`config.mk`:
```
export PLATFORM = sky130hd
export DESIGN_NAME = cobra_run_ctrl
export DESIGN_NICKNAME = d
export VERILOG_FILES = /design/src/rtl/cobra_run_ctrl.sv
export SDC_FILE = /design/constraint.sdc
export NUM_CORES = 1
export LEC_CHECK = 0
export BUFFER_PORTS_ARGS = -buffer_cell sky130_fd_sc_hd__buf_2
export CAP_MARGIN = 0
export CELL_PAD_IN_SITES_DETAIL_PLACEMENT = 1
export CELL_PAD_IN_SITES_GLOBAL_PLACEMENT = 1
export CORE_ASPECT_RATIO = 1.25
export CORE_MARGIN = 8
export CORE_UTILIZATION = 34
export CTS_CLUSTER_DIAMETER = 200
export DETAILED_ROUTE_END_ITERATION = 10
export PLACE_DENSITY_LB_ADDON = 0.3
export SKIP_CTS_REPAIR_TIMING = 1
export SYNTH_ARGS = -nofsm -noshare
export SYNTH_HDL_FRONTEND = slang
export SYNTH_SLANG_ARGS = --single-unit
```
`constraint.sdc`:
```
create_clock -name clk_i -period 2.7 [get_ports clk_i]
set_input_delay 0.27 -clock clk_i [delete_from_list [all_inputs] [get_ports clk_i]]
set_output_delay 0.27 -clock clk_i [all_outputs]
set_load 0.01 [all_outputs]
```
`src/rtl/cobra_run_ctrl.sv`:
```
// Run/debug controller for the CYBERcobra core: free run, halt, single-step,
// PC breakpoint and a retired-instruction counter driving the core's execute enable.
module cobra_run_ctrl #(
  parameter int PC_W     = 32,
  parameter int CNT_W    = 32,
  parameter int AUTO_RUN = 0
) (
  input  logic             clk_i,
  input  logic             rst_i,
  input  logic             run_i,
  input  logic             halt_i,
  input  logic             step_i,
  input  logic             bp_en_i,
  input  logic [PC_W-1:0]  bp_addr_i,
  input  logic [PC_W-1:0]  pc_i,
  input  logic             cnt_clr_i,
  output logic             cpu_en_o,
  output logic             halted_o,
  output logic [1:0]       state_o,
  output logic             bp_hit_o,
  output logic [CNT_W-1:0] instr_cnt_o
);

  typedef enum logic [1:0] {
    IDLE = 2'b00,
    RUN  = 2'b01,
    STEP = 2'b10,
    BRK  = 2'b11
  } state_t;

  localparam state_t RESET_STATE = (AUTO_RUN != 0) ? RUN : IDLE;

  state_t           state;
  state_t           state_next;
  logic             skip;
  logic             skip_next;
  logic             bp_hit;
  logic             bp_hit_next;
  logic             cpu_en;
  logic             bp_match;
  logic [CNT_W-1:0] instr_cnt;

  assign bp_match = bp_en_i && (pc_i == bp_addr_i);

  always_ff @(posedge clk_i or negedge rst_i) begin
    if (!rst_i) begin
      state  <= RESET_STATE;
      skip   <= 1'b0;
      bp_hit <= 1'b0;
    end else begin
      state  <= state_next;
      skip   <= skip_next;
      bp_hit <= bp_hit_next;
    end
  end

  // Pulse priority is halt > step > run; skip lets a resumed run execute the
  // breakpoint instruction once before the breakpoint can fire again.
  always_comb begin
    state_next  = state;
    skip_next   = skip;
    bp_hit_next = 1'b0;
    cpu_en      = 1'b0;
    case (state)
      IDLE: begin
        if (!halt_i) begin
          if (step_i) begin
            state_next = STEP;
          end else if (run_i) begin
            state_next = RUN;
            skip_next  = 1'b0;
          end
        end
      end
      RUN: begin
        cpu_en    = !(bp_match && !skip);
        skip_next = 1'b0;
        if (halt_i) begin
          state_next = IDLE;
        end else if (bp_match && !skip) begin
          state_next  = BRK;
          bp_hit_next = 1'b1;
        end
      end
      STEP: begin
        cpu_en     = 1'b1;
        state_next = IDLE;
      end
      BRK: begin
        if (halt_i) begin
          state_next = IDLE;
        end else if (step_i) begin
          state_next = STEP;
        end else if (run_i) begin
          state_next = RUN;
          skip_next  = 1'b1;
        end
      end
      default: state_next = IDLE;
    endcase
  end

  always_ff @(posedge clk_i or negedge rst_i) begin
    if (!rst_i) begin
      instr_cnt <= '0;
    end else if (cnt_clr_i) begin
      instr_cnt <= '0;
    end else if (cpu_en) begin
      instr_cnt <= instr_cnt + CNT_W'(1);
    end
  end

  // Gating with reset removes the enable immediately, even from an AUTO_RUN reset state.
  assign cpu_en_o    = cpu_en && rst_i;
  assign halted_o    = (state == IDLE) || (state == BRK);
  assign state_o     = state;
  assign bp_hit_o    = bp_hit;
  assign instr_cnt_o = instr_cnt;

endmodule

```
======== Word level (Yosys, flattened, before mapping) ========
Cells that the tools add are included.
word-level totals
  flip-flop bits (word level) ............. 36
  bits of input ports ..................... 71
  output and inout port bits .............. 37
  logic and storage cells ................. 47
cells by class
  add/subtract/negate cells ............... 1
  equality and inequality tests ........... 11
  multiplexer cells ....................... 20
  reductions and logical operators ........ 11
operators by type and width
  kind                                                             count
  32-bit 2-to-1 mux                                                2
  32-bit by 1-bit adder with 32-bit output, second input constant  1
  32-bit == test                                                   1
  2-bit 2-to-1 mux                                                 6
  2-bit != test, second input constant                             6
  1-bit 2-to-1 mux                                                 9
  2-bit case mux with 4 select lines                               1
  7-bit AND reduction                                              1
  2-bit == test, second input constant                             2
  1-bit logical AND                                                3
  3-bit != test, second input constant                             1
  1-bit case mux with 3 select lines                               1
  3-bit nonzero test                                               1
  2-bit by 1-bit == test with 1-bit output, second input constant  1
  1-bit logical NOT                                                2
  2-bit logical NOT                                                1
  1-bit case mux with 2 select lines                               1
  2-bit AND reduction                                              1
  2-bit nonzero test                                               1
  1-bit logical OR                                                 1

======== Logic depth before layout (Yosys ltp) ========
Gate-level depths: netlist of run 1.
  depth after elaboration ................. 7
  mapped depth ............................ 9
  mapped depth without buffers ............ 8

======== Worst setup path before layout of run 1 ========
No wires, ideal clock.
  path type ............................... reg2reg
  start point ............................. register state[0] (netlist: state_o[0])
  end point ............................... register instr_cnt[24] (netlist: instr_cnt_o[24])
  library setup time ...................... 0.066 ns
  data arrival time ....................... 2.333 ns
  data required time ...................... 2.634 ns
  path slack .............................. 0.301 ns
  stages on the path, launching flop included .. 10
  path buffers ............................ 1
  clock period less this slack ............ 2.399 ns
  cell sequence ........................... dfrtp_1 > inv_1 > ha_1 > inv_1 > nor2_1 > and3_1 > buf_2 > nand2_1 > or4_1 > nand2_1
on the way
  longest elaborated chain between the ends .. 3
  elaborated cells on any way between the ends .. 4
  those cells by class .................... eq/ne (2); mux (1); reduce/logical (1)
RTL lines
  item                                                                       line  text
  start, declared                                                            33    state_t state;
  start signal, assigned                                                     51    state <= state_next;
  2-bit == test or 2-bit by 1-bit == test with 1-bit output (tied branches)  64    case (state)
  1-bit case mux with 2 select lines (*)                                     64
  2-bit nonzero test (no source line) (*)                                    --
  end signal, assigned                                                       109   instr_cnt <= instr_cnt + CNT_W'(1);
  end, declared                                                              41    logic [CNT_W-1:0] instr_cnt;
Every way passes the cells marked *; elsewhere a longest branch is shown, timed or not.
A chain may end at the register's enable or synchronous reset.

======== Worst setup path in the final report of run 1 ========
  start point ............................. register skip
  end point ............................... output cpu_en_o
on the way
  longest elaborated chain between the ends .. 5
RTL lines
  item                                line  text
  start, declared                     35    logic skip;
  start signal, assigned              52    skip <= skip_next;
  1-bit logical NOT                   76    cpu_en = !(bp_match && !skip);
  1-bit logical AND                   76
  1-bit logical NOT                   76
  1-bit case mux with 2 select lines  64
  1-bit logical AND                   114   assign cpu_en_o = cpu_en && rst_i;
  end, declared                       17    output logic cpu_en_o,
Every way passes these cells.

==> results of run 1 <==
-- power groups by stage --
stage	combinational, mW	clock (mW)	sequential (mW)
2_1_floorplan	0.311	0	0.607
3_3_place_gp	0.476	0	0.610
3_5_place_dp	0.493	0	0.608
4_1_cts	0.494	0.437	0.600
5_1_grt	0.548	0.453	0.604
6_report	0.486	0.416	0.599
-- routing by layer --
metal / global-route usage / wire length [um] / vias to the layer above
met5: 0 / 0 / -
met4: 0.0474 / 121 / 0
met3: 0.0535 / 582 / 8
met2: 0.275 / 3950 / 82
met1: 0.171 / 3150 / 1188
li1: - / - / 1204
-- area by class of cell --
| class | count | area [um^2] | share of cell area |
|---|---|---|---|
| sequential | 36 | 901 | 0.284 |
| clock buffer | 7 | 96.3 | 0.0304 |
| multi-input combinational | 218 | 1420 | 0.449 |
| inverter | 12 | 45.0 | 0.0142 |
| timing repair buffer | 115 | 596 | 0.188 |
| tap | 90 | 113 | 0.0355 |
-- sequential cells by signal, summed over array words and instances (netlist names) --
name and flops:
instr_cnt_o 32, state_o 2, bp_hit_o 1, skip 1
-- cell usage in the layout (no fill, tap or decap), drive strengths merged, types with 2 or more instances in the layout --
cell,instances
o31ai,5
dfrtp,36
buf,115
inv,12
ha,7
or4,9
xnor2,5
nor2b,4
clkbuf,7
and2,4
and4,2
and3,12
nand3,18
nor4,9
or3,6
nand4,13
xor2,39
a21oi,17
mux2,2
nor2,25
o21ai,14
nand2,17
-- cells by family after synthesis --
group	after synthesis	synth area share
flops	36	0.369
compound gates	43	0.104
xor+xnor	44	0.158
mux	2	0.0108
simple gates	122	0.275
fa+ha+maj	7	0.0359
buf+inv	23	0.0472
-- metrics by stage --
step | hold slack (ns) | instances | utilization
3_3_place_gp | 0.394 | 471 | 0.441
2_1_floorplan | -0.0256 | 277 | -
6_report | 0.0633 | 478 | 0.455
3_5_place_dp | 0.395 | 471 | 0.441
5_1_grt | 0.104 | 478 | 0.455
4_1_cts | 0.0774 | 478 | 0.455
-- worst max-delay path: stages (launching register included) --
cell       delay [ns]
dfrtp_1          0.40
a2111oi_1        0.33
nand4_1          0.17
or4b_1           0.52
buf_4            0.21
and3_1           0.21
buf_2            0.14
-- worst max path at each step --
stage                                        endpoint  slack [ns]  cells past startpoint
after floorplan           instr_cnt_o[24]$_DFFE_PN0P_        0.30                      9
after global placement    instr_cnt_o[17]$_DFFE_PN0P_        0.24                      9
after detailed placement  instr_cnt_o[27]$_DFFE_PN0P_        0.21                      9
after CTS                                    cpu_en_o        0.11                      6
after global routing                         cpu_en_o        0.02                      6
final                                        cpu_en_o        0.16                      6
==> results_dict.tcl, run 1 <==
set metrics [dict create \
    status "finished clean" \
    synth.avg_cell_area_um2 8.81 \
    syn-num-nets 355 \
    drt-wirelength-per-cell_um 16.3 \
    insertion_delay_ns 0.29 \
    synth_top_area_cell "dfrtp_1" \
    maxSlewHeadroom 0.543 \
    syn_to_final_growth_pct 30.1 \
    timing.final.crit_share 0.942 \
    synth_cell_types 40 \
    p_int_mw 0.994 \
    wl_um 7810 \
    io_buffers 107 \
    clock-sinks 36 \
    cts.clk_slew.worst_paths_ns 0.07 \
    combPwrFrac 0.324 \
    synth_top_area_frac 0.369 \
    p_per_area_nw_per_um2 473 \
    crit_start "skip$_DFFE_PN0P_" \
    drtIter0Drc 87 \
    synthTopCellsByArea "dfrtp_1, xor2_1, nor2_1" \
    place_area_um2 3080 \
    root_buffer "clkbuf_8" \
    netSwitchingPower_mw 0.507 \
    skew_ns 0.00545 \
    hold_class "in2async" \
    swShare 0.338 \
    place_worst_setup_slack_ns 0.206 \
    power_frac_clock 0.277 \
    reg2reg_from "state_o[0]$_DFFE_PN0P_" \
    syn_area_um2 2440 \
    fp.dieH_um 111 \
    synth_cells 277 \
    chipWidth_um 91.8 \
    postLayoutCellArea_um2 3170 \
    ys.warnings.count 0 \
    layout_min_cycle_time_ns 2.54 \
    fin_total_pwr_mw 1.50 \
    vias 2482 \
    fmax_mhz 393 \
    dieArea_um2 10200 \
    crit_type "reg2out" \
    grt_pass1_vias 2743 \
    drive_gt1_frac 0.332 \
    n_antenna_cell 0 \
    layout.nets 466 \
    r2r_end "instr_cnt_o[27]$_DFFE_PN0P_" \
    cts_made_buffers 5 \
    crit_arrival_ns 2.27 \
    antenna_found_initial 0 \
    power.leakage_nw 1.60 \
    finalMaxSlewViolations 0 \
    rows 34 \
    r2r_slack_ns 0.34 \
    viasPerCell 5.19 \
    setup_viol 0 \
    ff2ff_path_depth 8 \
    drc 0 \
    synth_flop_cell "dfrtp_1" \
    grt_pass1_wl_um 13300 \
    cts_tree "yes" \
    ios 108 \
    core_area_um2 6980 \
    clk_path_buf_depth 2 \
    pwr-share-seq 0.399 \
    synth_edf_count 0 \
    yosysMostFrequentCell "xor2_1" \
    timing.setup.tns_ns 0 \
    gr-total-overflow 0 \
    yosysSeqAreaShare 0.369 \
    crit_fanout 17 \
    max_slew.worst_pin.slew_ns 0.685 \
    synth-seq-cells 36 \
    ir_drop_v 0.000202 \
    grt_max_degree 38 \
    startpoint_type "register" \
    cp.required_ns 2.43 \
    fin_ws_ns 0.156 \
    hpwl_um 6280 \
    htree_levels 2 \
    end_kind "primary output" \
    fillCellCount 902 \
    drtPass1Iterations 4 \
    async_reset_ff_frac 1.00 \
    cap_viol_max_count 0 \
    grt_use_total 0.156 \
    rsz0062_at_grt "no" \
    synth_commonest_cells "xor2_1, dfrtp_1, nor2_1" \
    gp_congestion 0.754 \
    ant_nets 0 \
    hold_violations 0 \
    initial_core_util 0.350 \
]
(Power assumes the default switching activity.)
==> run 2, diff against run 1 <==
- CORE_ASPECT_RATIO: 1.25 -> 0.9
==> run 2 against run 1 <==
Effect of this change: via count decreased by 2.5%; sequential power decreased by 0.8%; global-route usage increased by 0.33 points; final cell count increased by 0.63%; critical path depth decreased by 1; flip-flop and latch count unchanged; die area decreased by 0.13%; first-iteration DRC count decreased by 26%; setup slack improved by 0.037 ns.
==> results_dict.tcl, run 2 (synthesis results as in run 1) <==
set metrics [dict create \
    status "finished clean" \
    wl_um 7880 \
    ff2ff_path_depth 10 \
    max_slew.worst_pin.slew_ns 0.678 \
    fmax_mhz 399 \
    r2r_end "instr_cnt_o[20]$_DFFE_PN0P_" \
    root_buffer "clkbuf_8" \
    cp.depth 5 \
    clock-sinks 36 \
    final_util 0.454 \
    layout.nets 465 \
    skew_ns 0.00629 \
    core_area_um2 7000 \
    cts_made_buffers 5 \
    fin_total_pwr_mw 1.51 \
    crit_arrival_ns 2.24 \
    chipWidth_um 105 \
    crit_type "reg2out" \
    grt_use_total 0.159 \
    ios 108 \
    end_kind "primary output" \
    cpLargestDelayFamily "simple AND/OR/NAND/NOR gates" \
    cts_tree "yes" \
    drt-wirelength-per-cell_um 16.4 \
    endpoint "cpu_en_o" \
    insertion_delay_ns 0.29 \
    hold_class "in2async" \
    ant_nets 0 \
    crit_fanout 6 \
    grt_pass1_vias 2708 \
    layout_min_cycle_time_ns 2.51 \
    dp_cells 473 \
    syn_to_final_growth_pct 30.4 \
    rows 29 \
    grt_pass1_wl_um 13100 \
    finalMaxSlewViolations 0 \
    timing.setup.tns_ns 0 \
    maxSlewHeadroom 0.548 \
    fp.dieH_um 96.4 \
    final_cell_mix "buf_2, xor2_1, dfrtp_1, nor2_1, nand3_1" \
    drtIter0Drc 64 \
    initial_core_util 0.348 \
    rsz0062_at_grt "no" \
    fin_cells 481 \
    timing.final.crit_share 0.928 \
    cts.clk_slew.worst_paths_ns 0.07 \
    setup_viol 0 \
    grt_max_degree 38 \
    power.leakage_nw 1.59 \
    path_cells "a2111oi_1, nand4_1, or4b_4, and3_1, buf_2" \
    critPathSlowestCell "or4b_4" \
    final_common_cell "buf_2" \
    htree_levels 2 \
    drtPass1Iterations 4 \
    dieArea_um2 10100 \
    clk_path_buf_depth 2 \
    largest_reg_flops 32 \
    slowest_delay_ns 0.60 \
    io_buffers 107 \
    cp.required_ns 2.43 \
    drive_gt1_frac 0.330 \
    vias 2421 \
    gp_congestion 0.777 \
    hold_violations 0 \
    r2r_slack_ns 0.33 \
    viasPerCell 5.03 \
    crit_start "skip$_DFFE_PN0P_" \
    startpoint_type "register" \
    cap_viol_max_count 0 \
    p_per_area_nw_per_um2 475 \
    crit_buf_inv 1 \
    antenna_found_initial 0 \
    n_antenna_cell 0 \
    ir_drop_v 0.000426 \
    hold_ws_ns 0.0717 \
    gr-total-overflow 0 \
    hpwl_um 6410 \
    reg2reg_from "state_o[1]$_DFFE_PN0P_" \
    drc 0 \
]
==> run 2: worst register-to-register path, delay by kind of cell (launching register included) <==
kind | cells | cell delay, ns
simple gates | 4 | 0.93
buf+inv | 4 | 0.50
flops | 1 | 0.44
fa+ha+maj | 1 | 0.28
compound gates | 1 | 0.14
==> run 2: report_power, final <==
group          leakage (nW)  switching, mW  internal, mW  total (mW)
logic                  1.05          0.292         0.227       0.519
registers             0.499         0.0291         0.565       0.594
clock network        0.0455          0.189         0.208       0.398
total                  1.59          0.511          1.00        1.51
==> run 2: through the flow <==
stage / setup slack, ns / area (um^2)
6_report: 0.193 / 3180
5_1_grt: 0.0774 / 3180
4_1_cts: 0.0555 / 3180
3_5_place_dp: 0.202 / 3090
3_3_place_gp: 0.201 / 3090
2_1_floorplan: 0.301 / 2440
==> run 2: worst min path at each step <==
| stage | endpoint | slack [ns] |
|---|---|---|
| after floorplan | bp_hit_o$_DFF_PN0_ | -0.03 |
| after global placement | instr_cnt_o[23]$_DFFE_PN0P_ | 0.40 |
| after detailed placement | instr_cnt_o[29]$_DFFE_PN0P_ | 0.40 |
| after CTS | instr_cnt_o[29]$_DFFE_PN0P_ | 0.09 |
| after global routing | instr_cnt_o[29]$_DFFE_PN0P_ | 0.11 |
| final | instr_cnt_o[29]$_DFFE_PN0P_ | 0.07 |
==> run 2: final cells by class <==
cell class | instances | area, um^2
clock buffer | 8 | 90.1
fill | 897 | 3820
sequential | 36 | 901
tap | 93 | 116
multi-input combinational | 218 | 1430
inverter | 12 | 45.0
timing repair buffer | 114 | 601
==> run 2: metal layers <==
layer | GRT usage | wire [um] | vias up
li1 | - | - | 1197
met1 | 0.180 | 3330 | 1183
met2 | 0.297 | 4210 | 36
met3 | 0.0382 | 297 | 5
met4 | 0.0391 | 40 | 0
met5 | 0 | 0 | -
==> run 3, diff against run 2 <==
--- a/config.mk
+++ b/config.mk
@@ -18,2 +18,3 @@
 export SKIP_CTS_REPAIR_TIMING = 1
+export SLEW_MARGIN = 10
 export SYNTH_ARGS = -nofsm -noshare
==> constraint.sdc (replaced) <==
create_clock -name clk_i -period 2.7 [get_ports clk_i]
set_input_delay 0.675 -clock clk_i [delete_from_list [all_inputs] [get_ports clk_i]]
set_output_delay 0.675 -clock clk_i [all_outputs]
set_load 0.01 [all_outputs]
==> run 3 against run 2 <==
Effect of this change: the run now ends with setup timing left; largest power group unchanged; die area unchanged; combinational power up 3%; hold slack better by 0.44 ns; power up 1.3%; critical path depth increased by 2; critical path type is now in2out; clock power grew 1%; clock skew fell by 0.0033 ns.
==> results_dict.tcl, run 3 (synthesis results as in run 1) <==
set metrics [dict create \
    viasPerCell 5.14 \
    rsz0062_at_grt "yes" \
    finalMaxSlewViolations 0 \
    dp_cells 474 \
    gr-total-overflow 0 \
    cts_made_buffers 5 \
    drc 0 \
    path_cells "buf_2, xor2_1, nor4_2, nand4_1, or4b_4, and3_4, buf_6" \
    drtPass1Iterations 4 \
    ff2ff_path_depth 7 \
    hpwl_um 6350 \
    final_cell_mix "buf_2, xor2_1, dfrtp_1, nor2_1, nand3_1" \
    chipWidth_um 105 \
    layout.nets 467 \
    timing.final.crit_share 1.09 \
    io_buffers 107 \
    hold_class "in2async" \
    final_common_cell "buf_2" \
    wl_um 8090 \
    cts_tree "yes" \
    grt_pass1_wl_um 13000 \
    htree_levels 2 \
    layout_min_cycle_time_ns 2.94 \
    largest_reg_flops 32 \
    ant_nets 0 \
    gp_congestion 0.798 \
    hold_violations 0 \
    fin_ws_ns -0.243 \
    core_area_um2 7000 \
    ios 108 \
    hold_ws_ns 0.510 \
    place_area_um2 3090 \
    syn_to_final_growth_pct 32.7 \
    fmax_mhz 340 \
    crit_type "in2out" \
    dieArea_um2 10100 \
    clock-sinks 36 \
    n_antenna_cell 0 \
    drt-wirelength-per-cell_um 16.8 \
    postLayoutCellArea_um2 3240 \
    power.leakage_nw 1.61 \
    initial_core_util 0.348 \
    p_per_area_nw_per_um2 472 \
    critPathSlowestCell "or4b_4" \
    r2r_end "instr_cnt_o[31]$_DFFE_PN0P_" \
    end_kind "primary output" \
    rows 29 \
    antenna_found_initial 0 \
    cap_viol_max_count 0 \
    cp.required_ns 2.03 \
    insertion_delay_ns 0.29 \
    drtIter0Drc 58 \
    vias 2482 \
    grt_use_total 0.157 \
    root_buffer "clkbuf_8" \
    fin_cells 483 \
    r2r_slack_ns 0.27 \
    grt_pass1_vias 2683 \
    maxSlewHeadroom 0.545 \
    violations "setup timing" \
    endpoint "cpu_en_o" \
    crit_start "bp_addr_i[9]" \
    reg2reg_from "instr_cnt_o[14]$_DFFE_PN0P_" \
    slowest_delay_ns 0.52 \
    skew_ns 0.00304 \
    grt_max_degree 38 \
    drive_gt1_frac 0.349 \
    clk_path_buf_depth 2 \
    cpLargestDelayFamily "simple AND/OR/NAND/NOR gates" \
    fin_total_pwr_mw 1.53 \
    ir_drop_v 0.000457 \
    fp.dieH_um 96.4 \
    crit_arrival_ns 2.27 \
    crit_buf_inv 2 \
    cts.clk_slew.worst_paths_ns 0.07 \
    crit_fanout 2 \
    max_slew.worst_pin.slew_ns 0.683 \
    status "finished, violations left" \
    cp.depth 7 \
    setup_viol 1 \
    startpoint_type "input pin" \
]
run 3: stage by stage:
step                TNS (ns)   util  worst slack, ns
floorplan             -0.180      -           -0.180
global placement       -2.79  0.441           -0.310
detailed placement     -3.56  0.441           -0.321
CTS                   -0.327  0.454           -0.327
global route          -0.325  0.462           -0.325
finish                -0.243  0.462           -0.243
run 3: layout make-up:
class                      instances  area (um^2)
clock buffer                       8         90.1
fill                             872         3760
inverter                          12         45.0
multi-input combinational        218         1460
sequential                        36          901
tap                               93          116
timing repair buffer             116          622
run 3: layer usage:
metal / routed length, um / GRT usage
met1: 3420 / 0.181
met2: 4190 / 0.288
met3: 376 / 0.0395
met4: 102 / 0.0332
met5: 0 / 0
run 3: how the worst min path moves through the flow:
stage                           startpoint                          end  slack (ns)  cells past startpoint
after global placement    skip$_DFFE_PN0P_             skip$_DFFE_PN0P_        0.52                      2
after global routing                 rst_i  instr_cnt_o[29]$_DFFE_PN0P_        0.54                      2
after CTS                            rst_i  instr_cnt_o[29]$_DFFE_PN0P_        0.52                      2
after floorplan                      rst_i           bp_hit_o$_DFF_PN0_        0.38                      0
final                                rst_i  instr_cnt_o[29]$_DFFE_PN0P_        0.51                      2
after detailed placement  skip$_DFFE_PN0P_             skip$_DFFE_PN0P_        0.53                      2
run 3: power breakdown:
group          internal, mW  total, mW  leakage (nW)  switching (mW)
registers             0.565      0.595         0.499          0.0300
logic                 0.228      0.532          1.06           0.304
clock network         0.208      0.403        0.0455           0.195
